$ cat src/rtl/pow_n_collect.sv
// Aligns the staggered pow_n terms of one argument, queues them and emits them as a serial beat stream.
// Optional drop counter: define POW_N_COLLECT_DROP_CNT_EN.
module pow_n_collect #(
    parameter int unsigned w     = 8,
    parameter int unsigned n     = 5,
    parameter int unsigned depth = 4
) (
    input  logic                       clk,
    input  logic                       rst_n,
    input  logic [n-1:0]               in_vld,
    input  logic [n*w-1:0]             in_data,
    output logic                       out_vld,
    input  logic                       out_rdy,
    output logic [w-1:0]               out_data,
    output logic [$clog2(n+1)-1:0]     out_pow,
    output logic                       out_last,
    output logic                       overflow,
    output logic [7:0]                 drop_cnt
);

    localparam int unsigned pw = $clog2(n + 1);
    localparam int unsigned aw = $clog2(depth);
    localparam int unsigned cw = $clog2(depth + 1);
    localparam int unsigned vw = n * w;

    typedef enum logic {
        IDLE,
        EMIT
    } state_t;

    state_t            state;
    state_t            state_next;
    logic              pop;
    logic              load;
    logic              shift;
    logic              finish;
    logic              push;
    logic              drop;
    logic              full;
    logic              empty;
    logic [vw-1:0]     aligned;
    logic [vw-1:0]     mem [depth];
    logic [aw-1:0]     wr_ptr;
    logic [aw-1:0]     rd_ptr;
    logic [cw-1:0]     count;
    logic [vw-1:0]     shreg;
    logic              unused_vld;

    // Only in_vld[0] qualifies a push; the other valids are informational.
    assign unused_vld = ^in_vld[n-1:1];

    // Aligned vector is repacked so term p sits at [(p-1)*w], letting the serializer shift right.
    assign aligned[(n-1)*w +: w] = in_data[0 +: w];

    for (genvar p = 1; p < n; p++) begin : g_align
        logic [w-1:0] dly [n-p];

        always_ff @(posedge clk) begin
            dly[0] <= in_data[(n-p)*w +: w];
            for (int i = 1; i < int'(n - p); i++) begin
                dly[i] <= dly[i-1];
            end
        end

        assign aligned[(p-1)*w +: w] = dly[n-p-1];
    end

    assign full  = (count == cw'(depth));
    assign empty = (count == '0);
    assign push  = in_vld[0] && (!full || pop);
    assign drop  = in_vld[0] && full && !pop;

    // FIFO storage carries no reset; validity is tracked by count.
    always_ff @(posedge clk) begin
        if (push) begin
            mem[wr_ptr] <= aligned;
        end
    end

    always_ff @(posedge clk or negedge rst_n) begin
        if (!rst_n) begin
            wr_ptr <= '0;
            rd_ptr <= '0;
            count  <= '0;
        end else begin
            if (push) begin
                wr_ptr <= wr_ptr + aw'(1);
            end
            if (pop) begin
                rd_ptr <= rd_ptr + aw'(1);
            end
            count <= count + cw'(push) - cw'(pop);
        end
    end

    always_ff @(posedge clk or negedge rst_n) begin
        if (!rst_n) begin
            state <= IDLE;
        end else begin
            state <= state_next;
        end
    end

    // Serializer control: a pop on the last accepted beat restarts without a bubble.
    always_comb begin
        state_next = state;
        pop        = 1'b0;
        load       = 1'b0;
        shift      = 1'b0;
        finish     = 1'b0;
        unique case (state)
            IDLE: begin
                if (!empty) begin
                    pop        = 1'b1;
                    load       = 1'b1;
                    state_next = EMIT;
                end
            end
            EMIT: begin
                if (out_rdy) begin
                    if (!out_last) begin
                        shift = 1'b1;
                    end else if (!empty) begin
                        pop  = 1'b1;
                        load = 1'b1;
                    end else begin
                        finish     = 1'b1;
                        state_next = IDLE;
                    end
                end
            end
            default: state_next = IDLE;
        endcase
    end

    always_ff @(posedge clk or negedge rst_n) begin
        if (!rst_n) begin
            shreg    <= '0;
            out_vld  <= 1'b0;
            out_pow  <= '0;
            out_last <= 1'b0;
        end else if (load) begin
            shreg    <= mem[rd_ptr];
            out_vld  <= 1'b1;
            out_pow  <= pw'(1);
            out_last <= (n == 1);
        end else if (shift) begin
            shreg    <= shreg >> w;
            out_pow  <= out_pow + pw'(1);
            out_last <= (out_pow == pw'(n - 1));
        end else if (finish) begin
            shreg    <= '0;
            out_vld  <= 1'b0;
            out_pow  <= '0;
            out_last <= 1'b0;
        end
    end

    assign out_data = shreg[w-1:0];

    always_ff @(posedge clk or negedge rst_n) begin
        if (!rst_n) begin
            overflow <= 1'b0;
        end else if (drop) begin
            overflow <= 1'b1;
        end
    end

`ifdef POW_N_COLLECT_DROP_CNT_EN
    logic [7:0] drop_q;

    // Saturating count of discarded vectors.
    always_ff @(posedge clk or negedge rst_n) begin
        if (!rst_n) begin
            drop_q <= 8'd0;
        end else if (drop && (drop_q != 8'hFF)) begin
            drop_q <= drop_q + 8'd1;
        end
    end

    assign drop_cnt = drop_q;
`else
    assign drop_cnt = 8'd0;
`endif

endmodule

$ cat config.mk
export PLATFORM = sky130hd
export DESIGN_NAME = pow_n_collect
export DESIGN_NICKNAME = d
export VERILOG_FILES = /design/src/rtl/pow_n_collect.sv
export SDC_FILE = /design/constraint.sdc
export NUM_CORES = 1
export LEC_CHECK = 0
export ABC_AREA = 1
export BUFFER_PORTS_ARGS = -buffer_cell sky130_fd_sc_hd__buf_2
export CORE_MARGIN = 3
export CORE_UTILIZATION = 60
export DETAILED_ROUTE_END_ITERATION = 8
export PLACE_DENSITY = 0.76
export SLEW_MARGIN = 25
export SYNTH_ARGS = -nofsm -noshare
export SYNTH_HDL_FRONTEND = slang
export SYNTH_SLANG_ARGS = --single-unit
$ cat constraint.sdc
create_clock -name clk -period 5.56 [get_ports clk]
set_input_delay 0.834 -clock clk [delete_from_list [all_inputs] [get_ports clk]]
set_output_delay 0.834 -clock clk [all_outputs]
set_load 0.01 [all_outputs]
* Word-level counts from Yosys, hierarchy flattened *
Memory sizes are Yosys's and may differ from the RTL's.
Cells that the tools add are included.

word-level totals
  RAM bits = 240
  output and inout bits = 22
  memories = 5
  word-level logic and storage cells = 60
  flip-flop bits (word level) = 54
  input port bits = 48

operators by class
  bitwise gates (word level) = 1
  add/sub/neg operators = 5
  reductions and logical operators = 10
  mux-type cells = 27
  equality and inequality tests = 3

memories
  memory          depth  width  read ports  clocked after memory_dff  write ports  line  RTL
  mem             4      40     1           0                         1            42    logic [vw-1:0] mem [depth];
  g_align[1].dly  4      8      4           0                         4            56    logic [w-1:0] dly [n-p];
  g_align[2].dly  3      8      3           0                         3            56
  g_align[3].dly  2      8      2           0                         2            56
  g_align[4].dly  1      8      1           0                         1            56

operators with widths
  cell                                         count
  2-to-1 mux 40 bit                            3
  2-to-1 mux 1 bit                             19
  2-to-1 mux 3 bit                             3
  == test 3 bit, second input constant         2
  adder 2 x 1 -> 2 bit, second input constant  2
  case mux 1 bit (2 select lines)              2
  adder 3 x 1 -> 3 bit                         1
  adder 3 x 1 -> 3 bit, second input constant  1
  logical AND 1 bit                            3
  logical NOT 3 bit                            1
  nonzero test 3 bit                           1
  subtractor 3 x 1 -> 3 bit                    1
  logical NOT 1 bit                            2
  != test 2 bit, second input constant         1
  AND reduction 2 bit                          1
  nonzero test 2 bit                           1
  logical OR 1 bit                             1
  NOT 1 bit                                    1

* Logic depth before layout (Yosys ltp) *
  depth in word-level cells = 9
  depth in mapped cells = 10
  gate-level depth less buffers = 9

* Worst setup path before layout *
OpenSTA, ideal clock, no wires.

  path kind = input to register
  start point = input out_rdy
  end point = memory mem[0][0] (netlist name), enable pin
  arrival = 2.883 ns
  setup slack = 2.240 ns
  data required time = 5.123 ns
  path buffers = 0
  setup time = 0.437 ns
  cell stages on the path = 4
  path through = nand2_1 nand4_1 nand2_1 nor2_1

on the way
  cells in the longest elaborated chain, start to end = 6

RTL lines
  what                                    line  RTL
  from (decl)                             13    input logic out_rdy,
  2-to-1 mux 1 bit                        120   if (out_rdy) begin
  case mux 1 bit (2 select lines)         111   unique case (state)
  logical OR 1 bit                        70    assign push = in_vld[0] && (!full || pop);
  logical AND 1 bit                       70
  2-to-1 mux 1 bit                        75    if (push) begin
  2-to-1 mux 1 bit (implied by the code)  76    mem[wr_ptr] <= aligned;
  to (decl)                               42

No other way between the ends.

* Worst setup path in the final report *
  start point = register out_last
  end point = register shreg[35]

on the way
  cells in the longest elaborated chain, start to end = 5
  elaborated cells on any way between the ends = 12
  classes of those cells = mux: 11; reduce/logical: 1

RTL lines
  what                    line  RTL
  from (decl)             16    output logic out_last,
  from (signal assigned)  146   out_last <= (n == 1);
  from (signal assigned)  150   out_last <= (out_pow == pw'(n - 1));
  2-to-1 mux 1 bit        121   if (!out_last) begin
  2-to-1 mux 1 bit        120
  2-to-1 mux 1 bit        111
  2-to-1 mux 40 bit       147   end else if (shift) begin
  2-to-1 mux 40 bit       142   end else if (load) begin
  to (signal assigned)    143   shreg <= mem[rd_ptr];
  to (signal assigned)    148   shreg <= shreg >> w;
  to (decl)               46    logic [vw-1:0] shreg;

Parallel ways exist; a longest one is shown, timed or not.
A chain may end at the register's enable or synchronous reset.

==> impl_metrics.toml <==
[status]
status = "complete, no violations"

[die]
chipHeight_um = 140
die_w_um = 140
fp.coreArea_sq_mm = 0.0175
placementRows = 48
dieArea_sq_mm = 0.0197
num_io_pins = 70
start_util = 0.619

[power]
p_leak_nw = 5.50
seqPwrFrac = 0.465
p_comb_frac = 0.237
switching_share = 0.317
vdd_drop_max_mv = 0.386
p_per_area_mw_per_mm2 = 519
p_switching_mw = 1.99
internal-power_mw = 4.30
p_clk_frac = 0.298
power_mw = 6.29

[route]
wl_per_cell_um = 15.6
drtPass1Iterations = 5
initialDrtViolationCount = 465
vias = 6559
drc_errors = 0
vias_per_cell = 5.18
drtAntennaViolNets = 0
wl_um = 19800

[finish]
layout-drive-gt1-share = 0.130
final_nets = 1075
instances_no_fill = 1266
area_growth_pct = 12.0
antenna_cells = 0
finish.instance_area_sq_mm = 0.0121

[clocking]
cts_buffers = 28
cts_num_sinks = 294
clk_pin_slew_ps = 60
cts_max_level = 1
cts_root_buffer = "clkbuf_16"
cts_tree = "yes"
post_cts_buffers = 0
holdBufCountCts = 0
clock_latency_ps = 530
post_cts_resized = 0
clock_path_buffers = 3

[global_route]
grt_max_degree = 83
antenna_found_initial = 0
grt.overflow.total = 0
gr-usage-all-layers = 0.203
grt_pass1_vias = 6528
grt_pass1_wl_um = 32100

[synth]
synth_ff_type = "edfxtp_1"
ys_seq_elements = 294
avgSynthCellArea_sq_um = 11.1
synth_edf_count = 160
ys_async_sr_fraction = 0.184
yosysSeqAreaShare = 0.717
synth_area_sq_mm = 0.0108
netlist_instances = 974
yosysWarnings = 0
ys_types = 28

[critical_path]
critical_path.slowest_cell = "inv_2"
cp_num_buf_inv = 2
reg2reg_depth = 7
critPathKind = "flip-flop to flip-flop"
crit_fanout = 41
arrival_ps = 2950
path_cells = "nand2_1 -> nand2_1 -> nand2_2 -> buf_4 -> inv_2 -> nand3_1 -> nand2_1"
slowest_delay_ps = 640
cp_top_family = "buffers and inverters"
r2r_slack_ps = 3080
worstReg2RegEnd = "shreg[35]$_DFFE_PN0P_"
setup.worst_path.start = "out_last$_DFFE_PN0P_"
r2r-start = "out_last$_DFFE_PN0P_"
crit_required_ps = 6020
startpoint_type = "flip-flop"
crit_end = "shreg[35]$_DFFE_PN0P_"
cp_common_cell = "nand2_1"
crit_path_end_kind = "flip-flop"
cp.depth = 7

[sta]
tightest_slew_ps = 899
min_period_ps = 2480
period_share = 0.447
max_freq_mhz = 403
drv_slew = 0
final-setup-viol-count = 0
skew_ps = 6.12
grt_setup_unrepaired = "false"
relSlewSlack = 0.400
final.setup.worst_slack_ps = 3080
hold_viol = 0
tns_ps = 0

[placement]
place_area_sq_mm = 0.0112
dp_slack_ps = 2600
io_buffers = 57
dp_hpwl_um = 10600
dp.cells = 1214
place.gp.congestion = 0.737

[flow_run]
max_cap_violations = 0

[worst_hold_path]
hold_class = "flip-flop to flip-flop"
## cells in the mapped netlist, types with 2 or more instances
cell type / n / area share
edfxtp_1: 160 / 0.44
dfxtp_1: 80 / 0.15
buf_6: 3 / 0.0031
inv_1: 142 / 0.049
nand2_1: 280 / 0.097
dfrtp_1: 54 / 0.12
xnor2_1: 2 / 0.0016
buf_2: 30 / 0.014
clkbuf_1: 6 / 0.0021
ha_1: 7 / 0.0081
nand3_2: 10 / 0.0093
nand2_2: 2 / 0.0012
xor2_1: 2 / 0.0016
inv_2: 2 / 0.00069
buf_1: 2 / 0.00069
o21ai_1: 3 / 0.0014
nand3_1: 158 / 0.073
buf_4: 17 / 0.012
nor2_1: 5 / 0.0017
## cells in the final DEF, fill, tap and decap left out, types with 8 or more instances in the layout
cell / synthesis / routed
nand3_2: 10 / 10
buf_4: 17 / 9
inv_1: 142 / 142
nand2_1: 280 / 280
conb_1: 1 / 8
edfxtp_1: 160 / 160
dfrtp_1: 54 / 52
clkbuf_16: 0 / 32
nand3_1: 158 / 158
dfxtp_1: 80 / 80
buf_2: 30 / 57
## stage by stage
| stage | utilization | hold slack, ps |
|---|---|---|
| finish | 0.694 | 322 |
| global route | 0.694 | 327 |
| CTS | 0.693 | 321 |
| detailed placement | 0.639 | 312 |
| global placement | 0.639 | 310 |
| floorplan | - | 310 |
## registers in the layout, indices dropped and copies added (netlist names)
name,count
g_align.dly,80
out_vld,1
wr_ptr,2
rd_ptr,2
out_pow,3
overflow,1
mem,160
out_last,1
shreg,40
state,1
count,3
## layer usage
layer / routed length (um) / track usage
met1: 7930 / 0.264
met2: 9930 / 0.347
met3: 1230 / 0.0290
met4: 665 / 0.0780
met5: 0 / 0
## kinds of logic (layout without fill, tap and decap cells)
logic type / after synthesis / after routing / share of synthesized area
other: 1 / 8 / 0.000347
xor gates and xnor gates: 4 / 4 / 0.00324
and+or+nand+nor: 459 / 459 / 0.185
buffers and inverters: 203 / 263 / 0.0819
adders and majority gates: 8 / 8 / 0.00994
DFF: 294 / 294 / 0.717
AOI/OAI and AO/OA: 5 / 5 / 0.00254
## worst min-delay path by stage
stage                     slack, ps                            end                          from  cells past startpoint
after floorplan                 310   g_align[1].dly[1][0]$_DFF_P_  g_align[1].dly[0][0]$_DFF_P_                      0
after global placement          310   g_align[1].dly[1][1]$_DFF_P_  g_align[1].dly[0][1]$_DFF_P_                      0
after detailed placement        310  g_align[2].dly[0][10]$_DFF_P_  g_align[2].dly[0][2]$_DFF_P_                      0
after CTS                       320  g_align[2].dly[0][10]$_DFF_P_  g_align[2].dly[0][2]$_DFF_P_                      0
after global routing            330  g_align[2].dly[0][10]$_DFF_P_  g_align[2].dly[0][2]$_DFF_P_                      0
final                           320  g_align[2].dly[0][10]$_DFF_P_  g_align[2].dly[0][2]$_DFF_P_                      0
## power by group through the flow
stage / Combinational, mW / Clock (mW) / Sequential, mW
after global routing: 1.69 / 2.00 / 2.96
after CTS: 1.51 / 1.91 / 2.93
final: 1.49 / 1.88 / 2.93
after detailed placement: 1.49 / 0 / 2.97
after floorplan: 1.12 / 0 / 2.93
after global placement: 1.44 / 0 / 2.95
## area by class of cell
type,instances,area [sq um]
sequential,294,7760
fill,1190,5360
multi-input combinational,484,2240
clock buffer,44,896
inverter,145,544
timing repair buffer,66,353
tap,225,282
clock inverter,8,48.8
(Power assumes the default switching activity.)
